`config.mk`:
```
export PLATFORM = sky130hd
export DESIGN_NAME = vga_capture_flat
export DESIGN_NICKNAME = d
export VERILOG_FILES = /design/src/rtl/vga_capture_if.sv /design/src/rtl/vga_capture.sv /design/src/flat_wrapper.sv
export SDC_FILE = /design/constraint.sdc
export NUM_CORES = 1
export LEC_CHECK = 0
export CAP_MARGIN = 20
export CORE_AREA = 3 3 96 98
export CTS_BUF_LIST = sky130_fd_sc_hd__clkbuf_8
export DETAILED_ROUTE_END_ITERATION = 10
export DIE_AREA = 0 0 99 101
export GPL_TIMING_DRIVEN = 0
export MAX_ROUTING_LAYER = met4
export PLACE_DENSITY = 0.86
export SLEW_MARGIN = 20
export SYNTH_ARGS = -nofsm -noshare
export SYNTH_HDL_FRONTEND = slang
export SYNTH_SLANG_ARGS = --single-unit
```
`constraint.sdc`:
```
create_clock -name clk -period 1.9 [get_ports clk]
set_input_delay 0.19 -clock clk [delete_from_list [all_inputs] [get_ports clk]]
set_output_delay 0.19 -clock clk [all_outputs]
set_load 0.01 [all_outputs]
```
`src/rtl/vga_capture_if.sv`:
```
`default_nettype none
// ============================================================================
//  Module   : vga_capture_if
//  Purpose  : Raster input (href/vsync/rgb) and capture result bundle for
//             vga_capture. The master modport is the raster source and the
//             result consumer. The slave modport is the capture block.
//  Revision : 1.0  initial release
// ============================================================================
interface vga_capture_if #(
    parameter int XW = 10,
    parameter int YW = 10
);
    logic          href;
    logic          vsync;
    logic [11:0]   rgb;
    logic          pix_valid;
    logic [XW-1:0] pix_x;
    logic [YW-1:0] pix_y;
    logic [11:0]   pix_rgb;
    logic          frame_start;
    logic          line_done;
    logic          frame_done;
    logic          locked;
    logic          err_hlen;
    logic          err_vlen;
    logic [15:0]   frame_cnt;
    logic [15:0]   frame_sum;

    modport master (
        output href, vsync, rgb,
        input  pix_valid, pix_x, pix_y, pix_rgb, frame_start, line_done,
               frame_done, locked, err_hlen, err_vlen, frame_cnt, frame_sum
    );

    modport slave (
        input  href, vsync, rgb,
        output pix_valid, pix_x, pix_y, pix_rgb, frame_start, line_done,
               frame_done, locked, err_hlen, err_vlen, frame_cnt, frame_sum
    );
endinterface
`default_nettype wire

```
`src/rtl/vga_capture.sv`:
```
`default_nettype none
// ============================================================================
//  Module   : vga_capture
//  Purpose  : VGA raster receiver. Recovers pixel coordinates from href/vsync,
//             emits a pixel-valid stream, checks line/frame geometry, reports
//             lock and errors and counts good frames.
//             Optional macro VGA_CAP_CHECKSUM_EN adds a per-frame rgb checksum
//             on frame_sum; without it frame_sum is constant zero.
//  Revision : 1.0  initial release
// ============================================================================
module vga_capture #(
    parameter int H_ACTIVE = 640,
    parameter int V_ACTIVE = 480,
    parameter int XW       = 10,
    parameter int YW       = 10
) (
    input  wire         clk,
    input  wire         rst,
    vga_capture_if.slave bus
);
    localparam logic [XW-1:0] c_x_max    = '1;
    localparam logic [YW-1:0] c_y_max    = '1;
    localparam logic [31:0]   c_h_active = 32'(H_ACTIVE);
    localparam logic [31:0]   c_v_active = 32'(V_ACTIVE);

    typedef enum logic [1:0] {
        S_WAIT_VS   = 2'd0,
        S_VSYNC     = 2'd1,
        S_LINE_WAIT = 2'd2,
        S_ACTIVE    = 2'd3
    } state_t;

    state_t        r_state;
    logic          r_href_q;
    logic          r_vsync_q;
    logic [XW-1:0] r_x;
    logic [YW-1:0] r_y;
    logic          r_pix_valid;
    logic [XW-1:0] r_pix_x;
    logic [YW-1:0] r_pix_y;
    logic [11:0]   r_pix_rgb;
    logic          r_frame_start;
    logic          r_line_done;
    logic          r_frame_done;
    logic          r_locked;
    logic          r_err_hlen;
    logic          r_err_vlen;
    logic [15:0]   r_frame_cnt;

    logic          w_vs_fall;
    logic          w_frame_end;
    logic          w_href_rise;
    logic          w_pix_take;
    logic [XW-1:0] w_pix_x;
    logic [XW-1:0] w_x_inc;
    logic [YW-1:0] w_y_inc;
    logic          w_pix_ok;

    // Edge detection and the pixel decision for the current sample.
    // A vsync fall in WAIT_VS only arms the block; elsewhere it closes a frame.
    // The href-rise cycle already carries pixel 0 of the line.
    always_comb begin
        w_vs_fall   = r_vsync_q & ~bus.vsync;
        w_frame_end = w_vs_fall && (r_state != S_WAIT_VS);
        w_href_rise = ~r_href_q & bus.href;
        w_pix_take  = bus.vsync && (((r_state == S_LINE_WAIT) && w_href_rise) ||
                                    ((r_state == S_ACTIVE) && bus.href));
        w_pix_x     = (r_state == S_LINE_WAIT) ? '0 : r_x;
        w_x_inc     = (w_pix_x == c_x_max) ? w_pix_x : w_pix_x + XW'(1);
        w_y_inc     = (r_y == c_y_max) ? r_y : r_y + YW'(1);
        w_pix_ok    = w_pix_take && (32'(w_pix_x) < c_h_active) &&
                      (32'(r_y) < c_v_active);
    end

    // Raster FSM, coordinate counters and all registered status outputs.
    always_ff @(posedge clk or negedge rst) begin
        if (!rst) begin
            r_state       <= S_WAIT_VS;
            r_href_q      <= 1'b0;
            r_vsync_q     <= 1'b1;
            r_x           <= '0;
            r_y           <= '0;
            r_pix_valid   <= 1'b0;
            r_pix_x       <= '0;
            r_pix_y       <= '0;
            r_pix_rgb     <= '0;
            r_frame_start <= 1'b0;
            r_line_done   <= 1'b0;
            r_frame_done  <= 1'b0;
            r_locked      <= 1'b0;
            r_err_hlen    <= 1'b0;
            r_err_vlen    <= 1'b0;
            r_frame_cnt   <= '0;
        end else begin
            r_href_q      <= bus.href;
            r_vsync_q     <= bus.vsync;
            r_pix_valid   <= 1'b0;
            r_frame_start <= 1'b0;
            r_line_done   <= 1'b0;
            r_frame_done  <= 1'b0;
            r_err_hlen    <= 1'b0;
            r_err_vlen    <= 1'b0;

            if (w_pix_ok) begin
                r_pix_valid   <= 1'b1;
                r_pix_x       <= w_pix_x;
                r_pix_y       <= r_y;
                r_pix_rgb     <= bus.rgb;
                r_frame_start <= (w_pix_x == '0) && (r_y == '0);
            end

            if (w_frame_end) begin
                // An open line at the frame boundary is a short line and is not counted.
                r_frame_done <= 1'b1;
                if (r_state == S_ACTIVE) begin
                    r_err_hlen <= 1'b1;
                end
                if (32'(r_y) == c_v_active) begin
                    r_locked    <= 1'b1;
                    r_frame_cnt <= r_frame_cnt + 16'd1;
                end else begin
                    r_err_vlen <= 1'b1;
                    r_locked   <= 1'b0;
                end
                r_x     <= '0;
                r_y     <= '0;
                r_state <= S_VSYNC;
            end else begin
                case (r_state)
                    S_WAIT_VS: begin
                        if (w_vs_fall) begin
                            r_state <= S_VSYNC;
                        end
                    end
                    S_VSYNC: begin
                        if (bus.vsync) begin
                            r_state <= S_LINE_WAIT;
                        end
                    end
                    S_LINE_WAIT: begin
                        if (w_pix_take) begin
                            r_x     <= w_x_inc;
                            r_state <= S_ACTIVE;
                        end
                    end
                    S_ACTIVE: begin
                        if (w_pix_take) begin
                            r_x <= w_x_inc;
                        end else if (!bus.href) begin
                            r_line_done <= 1'b1;
                            r_err_hlen  <= (32'(r_x) != c_h_active);
                            r_y         <= w_y_inc;
                            r_x         <= '0;
                            r_state     <= S_LINE_WAIT;
                        end
                    end
                    default: r_state <= S_WAIT_VS;
                endcase
            end
        end
    end

    assign bus.pix_valid   = r_pix_valid;
    assign bus.pix_x       = r_pix_x;
    assign bus.pix_y       = r_pix_y;
    assign bus.pix_rgb     = r_pix_rgb;
    assign bus.frame_start = r_frame_start;
    assign bus.line_done   = r_line_done;
    assign bus.frame_done  = r_frame_done;
    assign bus.locked      = r_locked;
    assign bus.err_hlen    = r_err_hlen;
    assign bus.err_vlen    = r_err_vlen;
    assign bus.frame_cnt   = r_frame_cnt;

`ifdef VGA_CAP_CHECKSUM_EN
    logic [15:0] r_acc;
    logic [15:0] r_frame_sum;

    // Running rgb sum of accepted pixels, published and cleared at each frame close.
    always_ff @(posedge clk or negedge rst) begin
        if (!rst) begin
            r_acc       <= '0;
            r_frame_sum <= '0;
        end else if (w_frame_end) begin
            r_frame_sum <= r_acc;
            r_acc       <= '0;
        end else if (w_pix_ok) begin
            r_acc <= r_acc + {4'b0000, bus.rgb};
        end
    end

    assign bus.frame_sum = r_frame_sum;
`else
    assign bus.frame_sum = 16'h0000;
`endif

endmodule
`default_nettype wire

```
`src/flat_wrapper.sv`:
```
// flat-port wrapper written by rule: the top's interface ports become plain ports
module vga_capture_flat 
#(
    parameter int H_ACTIVE = 640,
    parameter int V_ACTIVE = 480,
    parameter int XW       = 10,
    parameter int YW       = 10
)
  (clk, rst, bus_href, bus_vsync, bus_rgb, bus_pix_valid, bus_pix_x, bus_pix_y, bus_pix_rgb, bus_frame_start, bus_line_done, bus_frame_done, bus_locked, bus_err_hlen, bus_err_vlen, bus_frame_cnt, bus_frame_sum);
  vga_capture_if #(.XW(XW), .YW(YW)) bus_i ();
  input  wire clk;
  input  wire rst;
  input wire logic [$bits(bus_i.href)-1:0] bus_href;
  input wire logic [$bits(bus_i.vsync)-1:0] bus_vsync;
  input wire logic [$bits(bus_i.rgb)-1:0] bus_rgb;
  output wire logic [$bits(bus_i.pix_valid)-1:0] bus_pix_valid;
  output wire logic [$bits(bus_i.pix_x)-1:0] bus_pix_x;
  output wire logic [$bits(bus_i.pix_y)-1:0] bus_pix_y;
  output wire logic [$bits(bus_i.pix_rgb)-1:0] bus_pix_rgb;
  output wire logic [$bits(bus_i.frame_start)-1:0] bus_frame_start;
  output wire logic [$bits(bus_i.line_done)-1:0] bus_line_done;
  output wire logic [$bits(bus_i.frame_done)-1:0] bus_frame_done;
  output wire logic [$bits(bus_i.locked)-1:0] bus_locked;
  output wire logic [$bits(bus_i.err_hlen)-1:0] bus_err_hlen;
  output wire logic [$bits(bus_i.err_vlen)-1:0] bus_err_vlen;
  output wire logic [$bits(bus_i.frame_cnt)-1:0] bus_frame_cnt;
  output wire logic [$bits(bus_i.frame_sum)-1:0] bus_frame_sum;
  assign bus_i.href = bus_href;
  assign bus_i.vsync = bus_vsync;
  assign bus_i.rgb = bus_rgb;
  assign bus_pix_valid = bus_i.pix_valid;
  assign bus_pix_x = bus_i.pix_x;
  assign bus_pix_y = bus_i.pix_y;
  assign bus_pix_rgb = bus_i.pix_rgb;
  assign bus_frame_start = bus_i.frame_start;
  assign bus_line_done = bus_i.line_done;
  assign bus_frame_done = bus_i.frame_done;
  assign bus_locked = bus_i.locked;
  assign bus_err_hlen = bus_i.err_hlen;
  assign bus_err_vlen = bus_i.err_vlen;
  assign bus_frame_cnt = bus_i.frame_cnt;
  assign bus_frame_sum = bus_i.frame_sum;
  vga_capture #(.H_ACTIVE(H_ACTIVE), .V_ACTIVE(V_ACTIVE), .XW(XW), .YW(YW)) u_core (.clk(clk), .rst(rst), .bus(bus_i));
endmodule
```
==> results summary <==
The number of enable flip-flop cells after synthesis is 0. The slew at the pin closest to its max-slew limit is around 0.55 ns. The core area is 0.008551 sq mm. The overall track demand over capacity in global routing is 17.56%.

The number of H-tree levels is 3. The largest individual stage delay along the critical path comes from the cell dfrtp_1. The number of nets in the layout is between 400 and 500. The worst setup path is of the flop to flop kind. The final design area excluding fillers came out at about 0.0050 sq mm. The count of TritonRoute iterations in the first routing pass is 5. Summed over all instances, the cell type with the most area after synthesis is dfrtp_1.

The repair_antennas step left the layout with diodes totalling 0. The count of pins over their slew limit is 0. The tree is rooted in a clkbuf_8. The clock-pin slew on the worst setup and hold paths is around 0.090 ns. The routing usage on met1 came out at 21.36%. The final layout contains routed wiring with a total length of 8824 microns. By instance count, the leading cell after synthesis is dfrtp_1.

The first global-routing pass estimated 13730 microns of wire. The floorplan row count came out at 34. The detailed-route wire length per cell came out at 15.67 microns. The CTS sink count came out at between 70 and 80. By area the synthesized netlist is led by dfrtp_1, mux2_4, buf_4, nand2_1, o21ai_0. The post-layout minimum cycle time came out at approximately 1.9 ns.

The count of buffers from port buffering is 70. Relative to the synthesized area, the layout overhead comes to 33.12%. The dominant register cell in the synthesized netlist is dfrtp_1. The die outline height came out at 101 microns. The final setup violation count came out at 0. Along the worst path, the maximum fanout reaches 10. The tightest min-delay check is of the input pin to asynchronous set/reset pin type. STA puts the critical path data required time at between 2 and 2.5 ns. Global routing used 28.67% of the available met2 tracks. The latest clock arrival within the worst-skew pair came out at approximately 0.35 ns. The worst hold slack is 0.3624 ns. The share of the synthesized area in the top cell type is 51.72%. The number of antenna-violating nets in the routed design came out at 0. The die covers 0.009999 sq mm. In this run the static leakage power is 2.316 nW. The post-synthesis instance area is 0.003774 sq mm. The power after layout is a little over 4 mW.

The number of design-rule violations left by the first detailed-router iteration is 319. The sequential fraction of the synthesis area came out at 52.42%. The share of layout cells above drive strength 1 is between 10% and 20%.

In the routed layout, each cell is associated on average with a via count of 5.419. The highest attainable clock frequency is 533.7 MHz. The total overflow left after global routing is 0. Measured against its own limit, the worst slew margin works out to a little over three fifths. Once detailed placement completed, the half-perimeter wirelength came to 5905 microns.

The final route contains 3051 vias. Synthesis produced 349 cells. The starting density of the core came out at between 40% and 50%. Entering global routing, the biggest net connects 42 pins. In the synthesized netlist, the cells that appear most often are dfrtp_1, nand2_1, nor2_1, o21ai_0, nand3_1. The global routing stage identified its most utilized layer as met2. The post-detailed-placement cell area came out at roughly 0.0047 sq mm.

The number of distinct library cells after synthesis is 57. The width of the die is around 99 microns. Walking the worst path, the cells encountered are buf_2 > nand2b_1 > and3_2 > o211ai_4 > buf_6 > mux2_1. For the worst setup path, the data arrival time is 2.11 ns. Power spread over the standard cell area amounts to 823.3 mW/mm^2. Counting flops and latches in the post-synthesis netlist gives 79. The worst setup path is captured at a flop.

The maximum clock path buffer count is 2. For this run, the number of Yosys warnings is 0. VDD sags by at most approximately 0.43 mV. The synthesized area per cell came out at between 10 and 15 sq um.

The number of hold violations in the final report came out at 0. The top-level I/O count came out at 87. The final weighted congestion in routability-driven placement is between 0.8 and 0.9.

Counting flops with an async set or reset pin after synthesis yields a share of 100.0%. In the routed design, unresolved DRC markers number 0. TritonCTS built the clock tree. The met3 demand-to-capacity share in global routing came out at 4.014%. The flow ran to the end, and the final reports show no timing, DRC or antenna violations. The critical path startpoint category is a flop. On the worst path, the slowest cell contributes a delay of 0.38 ns.

The via count of the first global-routing pass came out at 2901. Across the run, the number of max-cap violations was 0. The share of the clock period used by the worst path came out at 98.62%. The number of antenna violations at the first check in global routing is 0. The number of CTS-inserted buffers came out at 9. Setup repair after global routing could not meet its margin everywhere.

The clock arrives with 0.01735 ns of skew.
[worst paths after layout]
path | start | end | slack, ns | cells past startpoint
hold / removal | rst | u_core.bus.pix_rgb[1] | 0.36 | 2
setup / recovery | u_core.r_state[0] | u_core.bus.pix_rgb[8] | 0.03 | 6
hold reg to reg | u_core.bus.pix_x[2] | u_core.bus.pix_x[2] | 0.48 | 2
min in group clk | bus_vsync | u_core.r_vsync_q | 0.42 | 1
max in group asynchronous | rst | u_core.bus.pix_x[7] | 0.94 | 3
setup reg to reg | u_core.r_state[0] | u_core.bus.pix_rgb[8] | 0.03 | 6
[where the power goes]
part | switching [mW] | internal [mW]
combinational | 0.444 | 0.519
clock | 0.615 | 0.597
sequential | 0.109 | 1.85
[flip-flops by register name, indices dropped and copies added, names as in the netlist]
signal	cells
u_core.bus.locked	1
u_core.bus.frame_start	1
u_core.bus.err_hlen	1
u_core.r_y	10
u_core.r_x	10
u_core.bus.pix_x	10
u_core.r_vsync_q	1
u_core.bus.pix_valid	1
u_core.bus.err_vlen	1
u_core.bus.pix_y	10
u_core.bus.pix_rgb	12
u_core.bus.line_done	1
u_core.bus.frame_done	1
u_core.r_state	2
u_core.bus.frame_cnt	16
u_core.r_href_q	1
[logic make-up (layout without fill, tap and decap cells)]
family / after synthesis / in the layout / synth area share (%)
AO/OA/AOI/OAI: 60 / 60 / 10.68
XOR/XNOR: 18 / 18 / 4.178
adder cells (fa/ha/maj): 4 / 4 / 1.326
buffers and inverters: 38 / 129 / 6.001
flip-flops: 79 / 79 / 52.42
multiplexers: 22 / 22 / 7.526
other: 1 / 16 / 0.09937
AND/OR/NAND/NOR: 127 / 127 / 17.77
[worst max-delay path: cells and delay by family, from the launching register on]
family	cells	cell delay, ns
and+or+nand+nor	2	0.48
muxes	1	0.32
DFF	1	0.38
buffers and inverters	2	0.40
AOI/OAI and AO/OA	1	0.18
[area by class of cell]
class | count | area [sq um]
Sequential cell | 79 | 1979
Timing Repair Buffer | 76 | 770.7
Inverter | 10 | 37.54
Fill cell | 680 | 3527
Clock inverter | 6 | 63.81
Tap cell | 108 | 135.1
Clock buffer | 9 | 123.9
Multi-Input combinational cell | 247 | 1703
Buffer | 28 | 210.2
[per-stage QoR]
step	utilization (%)	TNS [ns]	instances	setup slack, ns
floorplan	-	0	364	0.01282
global placement	54.57	-169.18	542	-2.026
detailed placement	54.77	-13.16	543	-0.4030
CTS	57.48	0	559	0.01174
global route	58.75	-0.8090	563	-0.06206
finish	58.75	0	563	0.02623
[metal layers]
| metal | vias to the layer above | part of all wire, % |
|---|---|---|
| met5 | - | 0 |
| met4 | 0 | 2.0 |
| met2 | 133 | 50 |
| met3 | 26 | 6.2 |
| met1 | 1480 | 42 |
| li1 | 1412 | - |
[timing repair]
item                                   CTS  global route
buffers inserted                         0             4
setup endpoints to repair               16            48
endpoints found under the hold margin   37             0
pin swaps                                0             0
resized for setup                       10            16
hold buffers                             1             0
[layout by cell type, fill, tap and decap left out, drive strengths merged, types with 6 or more instances in the layout]
cell type and count:
clkbuf 15, conb 16, mux2 21, nand4 8, xor2 8, o21ai 23, nand2 34, clkdlybuf4s50 69
nor2 26, dfrtp 78, and3 6, xnor2 10, a21oi 10, and2 8, nand3 21, buf 28
inv 11, nor3 7
Note: power is estimated with default switching activity, not from simulation.
==> edit 1: new RTL, same flow settings <==
The option `VGA_CAP_CHECKSUM_EN` is turned on by a define.
--- a/src/rtl/vga_capture.sv
+++ b/src/rtl/vga_capture.sv
@@ -8,6 +8,8 @@
 //             on frame_sum; without it frame_sum is constant zero.
 //  Revision : 1.0  initial release
 // ============================================================================
+`define VGA_CAP_CHECKSUM_EN
+
 module vga_capture #(
     parameter int H_ACTIVE = 640,
     parameter int V_ACTIVE = 480,
Behaviour: not the same (Yosys sat finds a counterexample within 10 cycles, from zero or initial values and one cycle with rst low).
==> edit 1 against the original RTL <==
The run now ends with setup timing left. Sequential cell count is 32 higher. Sequential power is 59% higher. Routed wire length is 110% higher. Area after synthesis is 44% higher. Critical path depth is 1 higher. Final area is 55% higher. Fmax is 16% lower. Power is 83% higher. Worst setup slack worse by 0.35 ns. Global-route usage is 12 points higher. Largest power group unchanged. Highest routed layer unchanged.
==> edit 1: results (changes against the original RTL) <==
Outcome
  • Outcome: finished with violations
  • Violations in the final reports: setup timing

STA
  • Total setup violations reported at the end of the flow: 55 (+55)
  • Final worst slack: -0.3288 ns (-0.3550 ns)

Synthesis
  • Fraction of the mapped netlist area in compound gates: 0.1176 (+0.01079)
  • Number of standard cells after synthesis: 575 (+65%)

Finish
  • Buffers excl. clock: 154 (+48%)
  • Non-clock buffer share: 0.2074 (+0.01213)
  • Sequential cell count: 111 (+41%)
  • Signal inverters: 13 (+3)
  • Clk cell area share: 0.02928 (-0.008076)
  • Number of fill cells: 317 (-53%)

Power
  • P_comb: 2.82 mW (+190%)

Detailed routing
  • Pre-antenna DRT Iters: 6 (+1)
  • Vias/cell: 6.536 (+21%)
  • Per-cell routed wire length: 22.79 microns (+45%)
  • WL met2: 9364 microns (+110%)

Global route
  • Global-route wire length before repair: 22600 microns (+65%)

Critical path
  • Endpoint arrival time on the critical path: 2.52 ns (+0.41 ns)
  • CP Launch Point: u_core.r_acc[0]
  • Worst reg2reg endpoint: u_core.r_acc[10]

Placed design
  • Placement Cell Area: 6518 sq um (+39%)
  • Half-perimeter wire length after placement: 9226 microns (+56%)
  • Post-Place Worst Slack: -0.5317 ns (-0.1287 ns)

Clock tree
  • Setup Fix Bufs, Post-CTS: 20 (+20)
  • Clk pin slew, worst setup/hold paths: 0.11 ns (+0.02 ns)
  • Number of cells upsized or downsized after cts: 40 (+30)
-- edit 1: changes by cell type in the layout (fill, tap and decap cells not counted), moves of 8 or more --
| cell | delta |
|---|---|
| sky130_fd_sc_hd__and3_1 | +8 |
| sky130_fd_sc_hd__o21ai_0 | -9 |
| sky130_fd_sc_hd__o21ai_1 | +10 |
| sky130_fd_sc_hd__nand2_1 | +89 |
| sky130_fd_sc_hd__dfrtp_1 | +29 |
| sky130_fd_sc_hd__mux2_4 | -9 |
| sky130_fd_sc_hd__nand2_4 | +15 |
| sky130_fd_sc_hd__clkdlybuf4s50_1 | +16 |
| sky130_fd_sc_hd__conb_1 | -16 |
| sky130_fd_sc_hd__o21ai_2 | +11 |
| sky130_fd_sc_hd__buf_4 | +12 |
| sky130_fd_sc_hd__nand2_2 | +24 |
-- edit 1: kinds of logic after synthesis --
| group | Yosys count |
|---|---|
| simple gates | 274 |
| fa+ha+maj | 17 |
| flops | 111 |
| xor+xnor | 29 |
| mux | 8 |
| buf+inv | 39 |
| compound gates | 97 |
==> edit 2: new RTL, same flow settings <==
Without the edit above. Encoding of `state_t`: now one-hot (4 bits for 4 states).
--- a/src/rtl/vga_capture.sv
+++ b/src/rtl/vga_capture.sv
@@ -23,11 +23,11 @@
     localparam logic [31:0]   c_h_active = 32'(H_ACTIVE);
     localparam logic [31:0]   c_v_active = 32'(V_ACTIVE);
 
-    typedef enum logic [1:0] {
-        S_WAIT_VS   = 2'd0,
-        S_VSYNC     = 2'd1,
-        S_LINE_WAIT = 2'd2,
-        S_ACTIVE    = 2'd3
+    typedef enum logic [3:0] {
+        S_WAIT_VS   = 4'b0001,
+        S_VSYNC     = 4'b0010,
+        S_LINE_WAIT = 4'b0100,
+        S_ACTIVE    = 4'b1000
     } state_t;
 
     state_t        r_state;
Formal check against the unedited RTL: same outputs for any inputs over 10 cycles, from zero or initial values and one cycle with rst low; not proved beyond that.
==> edit 2 against the original RTL <==
Worst setup slack lost 0.44 ns. Global-route usage grew 6.5 points. Non-clock buffer count grew 48. Routed wire length grew 36%. Fmax shrank 19%. Final area grew 16%. Sequential cell count grew 2. First-iteration DRC count grew 8.8%. Area after synthesis grew 3.2%. The flow now finishes with violations (setup timing). Highest routed layer unchanged.
Power is not compared: it rests on default switching activity, and its combinational part moved more than twofold at a synthesized area within 25%.
==> edit 2: results (changes against the original RTL) <==
Outcome
  • Outcome: finished with violations
  • Violations in the final reports: setup timing

Finish
  • Non-clock buffer share: 0.2524 (+0.05714)
  • Clk cell area share: 0.03572 (-0.001638)
  • Share of post-route cells with drive strength above 1: 0.2760 (+0.08697)
  • Final nets: 573 (+22%)
  • Count of multi-input combinational gates: 302 (+22%)
  • Signal inverters: 7 (-3)
  • Area used by sequential logic in the layout: 2036 sq um (+2.8%)
  • Area used by multi-input combinational logic: 1967 sq um (+16%)
  • Clkbuf count: 10 (+1)
  • Sequential cell count: 81 (+2.5%)
  • Buffers excl. clock: 152 (+46%)

Clock tree
  • Number of cells upsized or downsized after cts: 60 (+50)
  • Setup Fix Bufs, Post-CTS: 33 (+33)

Detailed routing
  • Vias/cell: 5.704 (+5.3%)
  • DR iter-0 viols: 347 (+8.8%)
  • Sum of routed wire length over all layers: 11980 microns (+36%)

STA
  • Fin Setup TNS: -14.88 ns (-14.88 ns)
  • Final worst slack: -0.4107 ns (-0.4369 ns)
  • Worst Clk Skew: 0.009278 ns (-0.008074 ns)
  • Total setup violations reported at the end of the flow: 68 (+68)
  • Actual transition at the worst max-transition pin: 0.5930 ns (+0.04035 ns)

Critical path
  • Worst R2R Start: u_core.r_state[3]
  • Cell with the largest stage delay on the worst path: sky130_fd_sc_hd__or4b_4
  • Worst Path Max Fanout: 4 (-6)
  • Endpoint arrival time on the critical path: 2.56 ns (+0.45 ns)

Global route
  • Largest net degree at the start of global routing: 61 (+45%)
  • Routing usage on met2: 0.4101 (+0.1235)
  • Number of global-route vias before repair: 3688 (+27%)
  • Global-route wire length before repair: 18370 microns (+34%)
  • Total GRT Usage: 0.2401 (+0.06456)

Synthesis
  • Cell variety after synth: 53 (-7.0%)
  • Part of the Yosys area used for sequential elements: 0.5212 (-0.002996)

Placed design
  • Half-perimeter wire length after placement: 6790 microns (+15%)
  • Placement Cell Area: 4865 sq um (+3.9%)
==> edit 2: worst paths after layout <==
check / slack [ns] / end / depth (start not counted)
worst max register to register: -0.41 / u_core.r_x[3] / 10
worst max-delay path: -0.41 / u_core.r_x[3] / 10
worst min-delay path: 0.27 / u_core.r_x[6] / 2
min in group clk: 0.30 / u_core.r_href_q / 1
worst min register to register: 0.48 / u_core.bus.frame_cnt[15] / 1
max in group asynchronous: 0.99 / u_core.r_state[0] / 3
==> edit 2: kinds of logic (layout without fill, tap and decap cells) <==
logic type,Yosys count,after routing,synth area share
and+or+nand+nor,208,208,0.2606
buffers and inverters,42,175,0.06041
other,1,16,0.0009631
DFF,81,81,0.5212
muxes,4,4,0.01093
AOI/OAI and AO/OA,46,46,0.07905
xor gates and xnor gates,24,24,0.05398
adders and majority gates,4,4,0.01285
==> edit 2: worst max-delay path: cells and delay by family, from the launching register on <==
| kind | cells | cell delay [ns] |
|---|---|---|
| simple gates | 4 | 1.09 |
| flops | 1 | 0.39 |
| compound gates | 3 | 0.26 |
| fa+ha+maj | 1 | 0.15 |
| buf+inv | 2 | 0.30 |
==> edit 2: through the flow <==
| step | std cells | setup WS (ns) | power [mW] | hold WS (ns) |
|---|---|---|---|---|
| 2_1_floorplan | 425 | -0.4197 | 1.947 | -0.1056 |
| 3_3_place_gp | 603 | -2.101 | 2.094 | 0.4562 |
| 3_5_place_dp | 604 | -0.6531 | 2.109 | 0.1085 |
| 4_1_cts | 655 | -0.4891 | 3.437 | 0.2720 |
| 5_1_grt | 666 | -0.4795 | 3.579 | 0.2951 |
| 6_report | 666 | -0.4107 | 3.474 | 0.2730 |
==> edit 2: layer usage <==
layer | wire length, microns | share of wire
met1 | 4493 | 0.38
met2 | 6055 | 0.51
met3 | 964 | 0.080
met4 | 465 | 0.039
met5 | 0 | 0
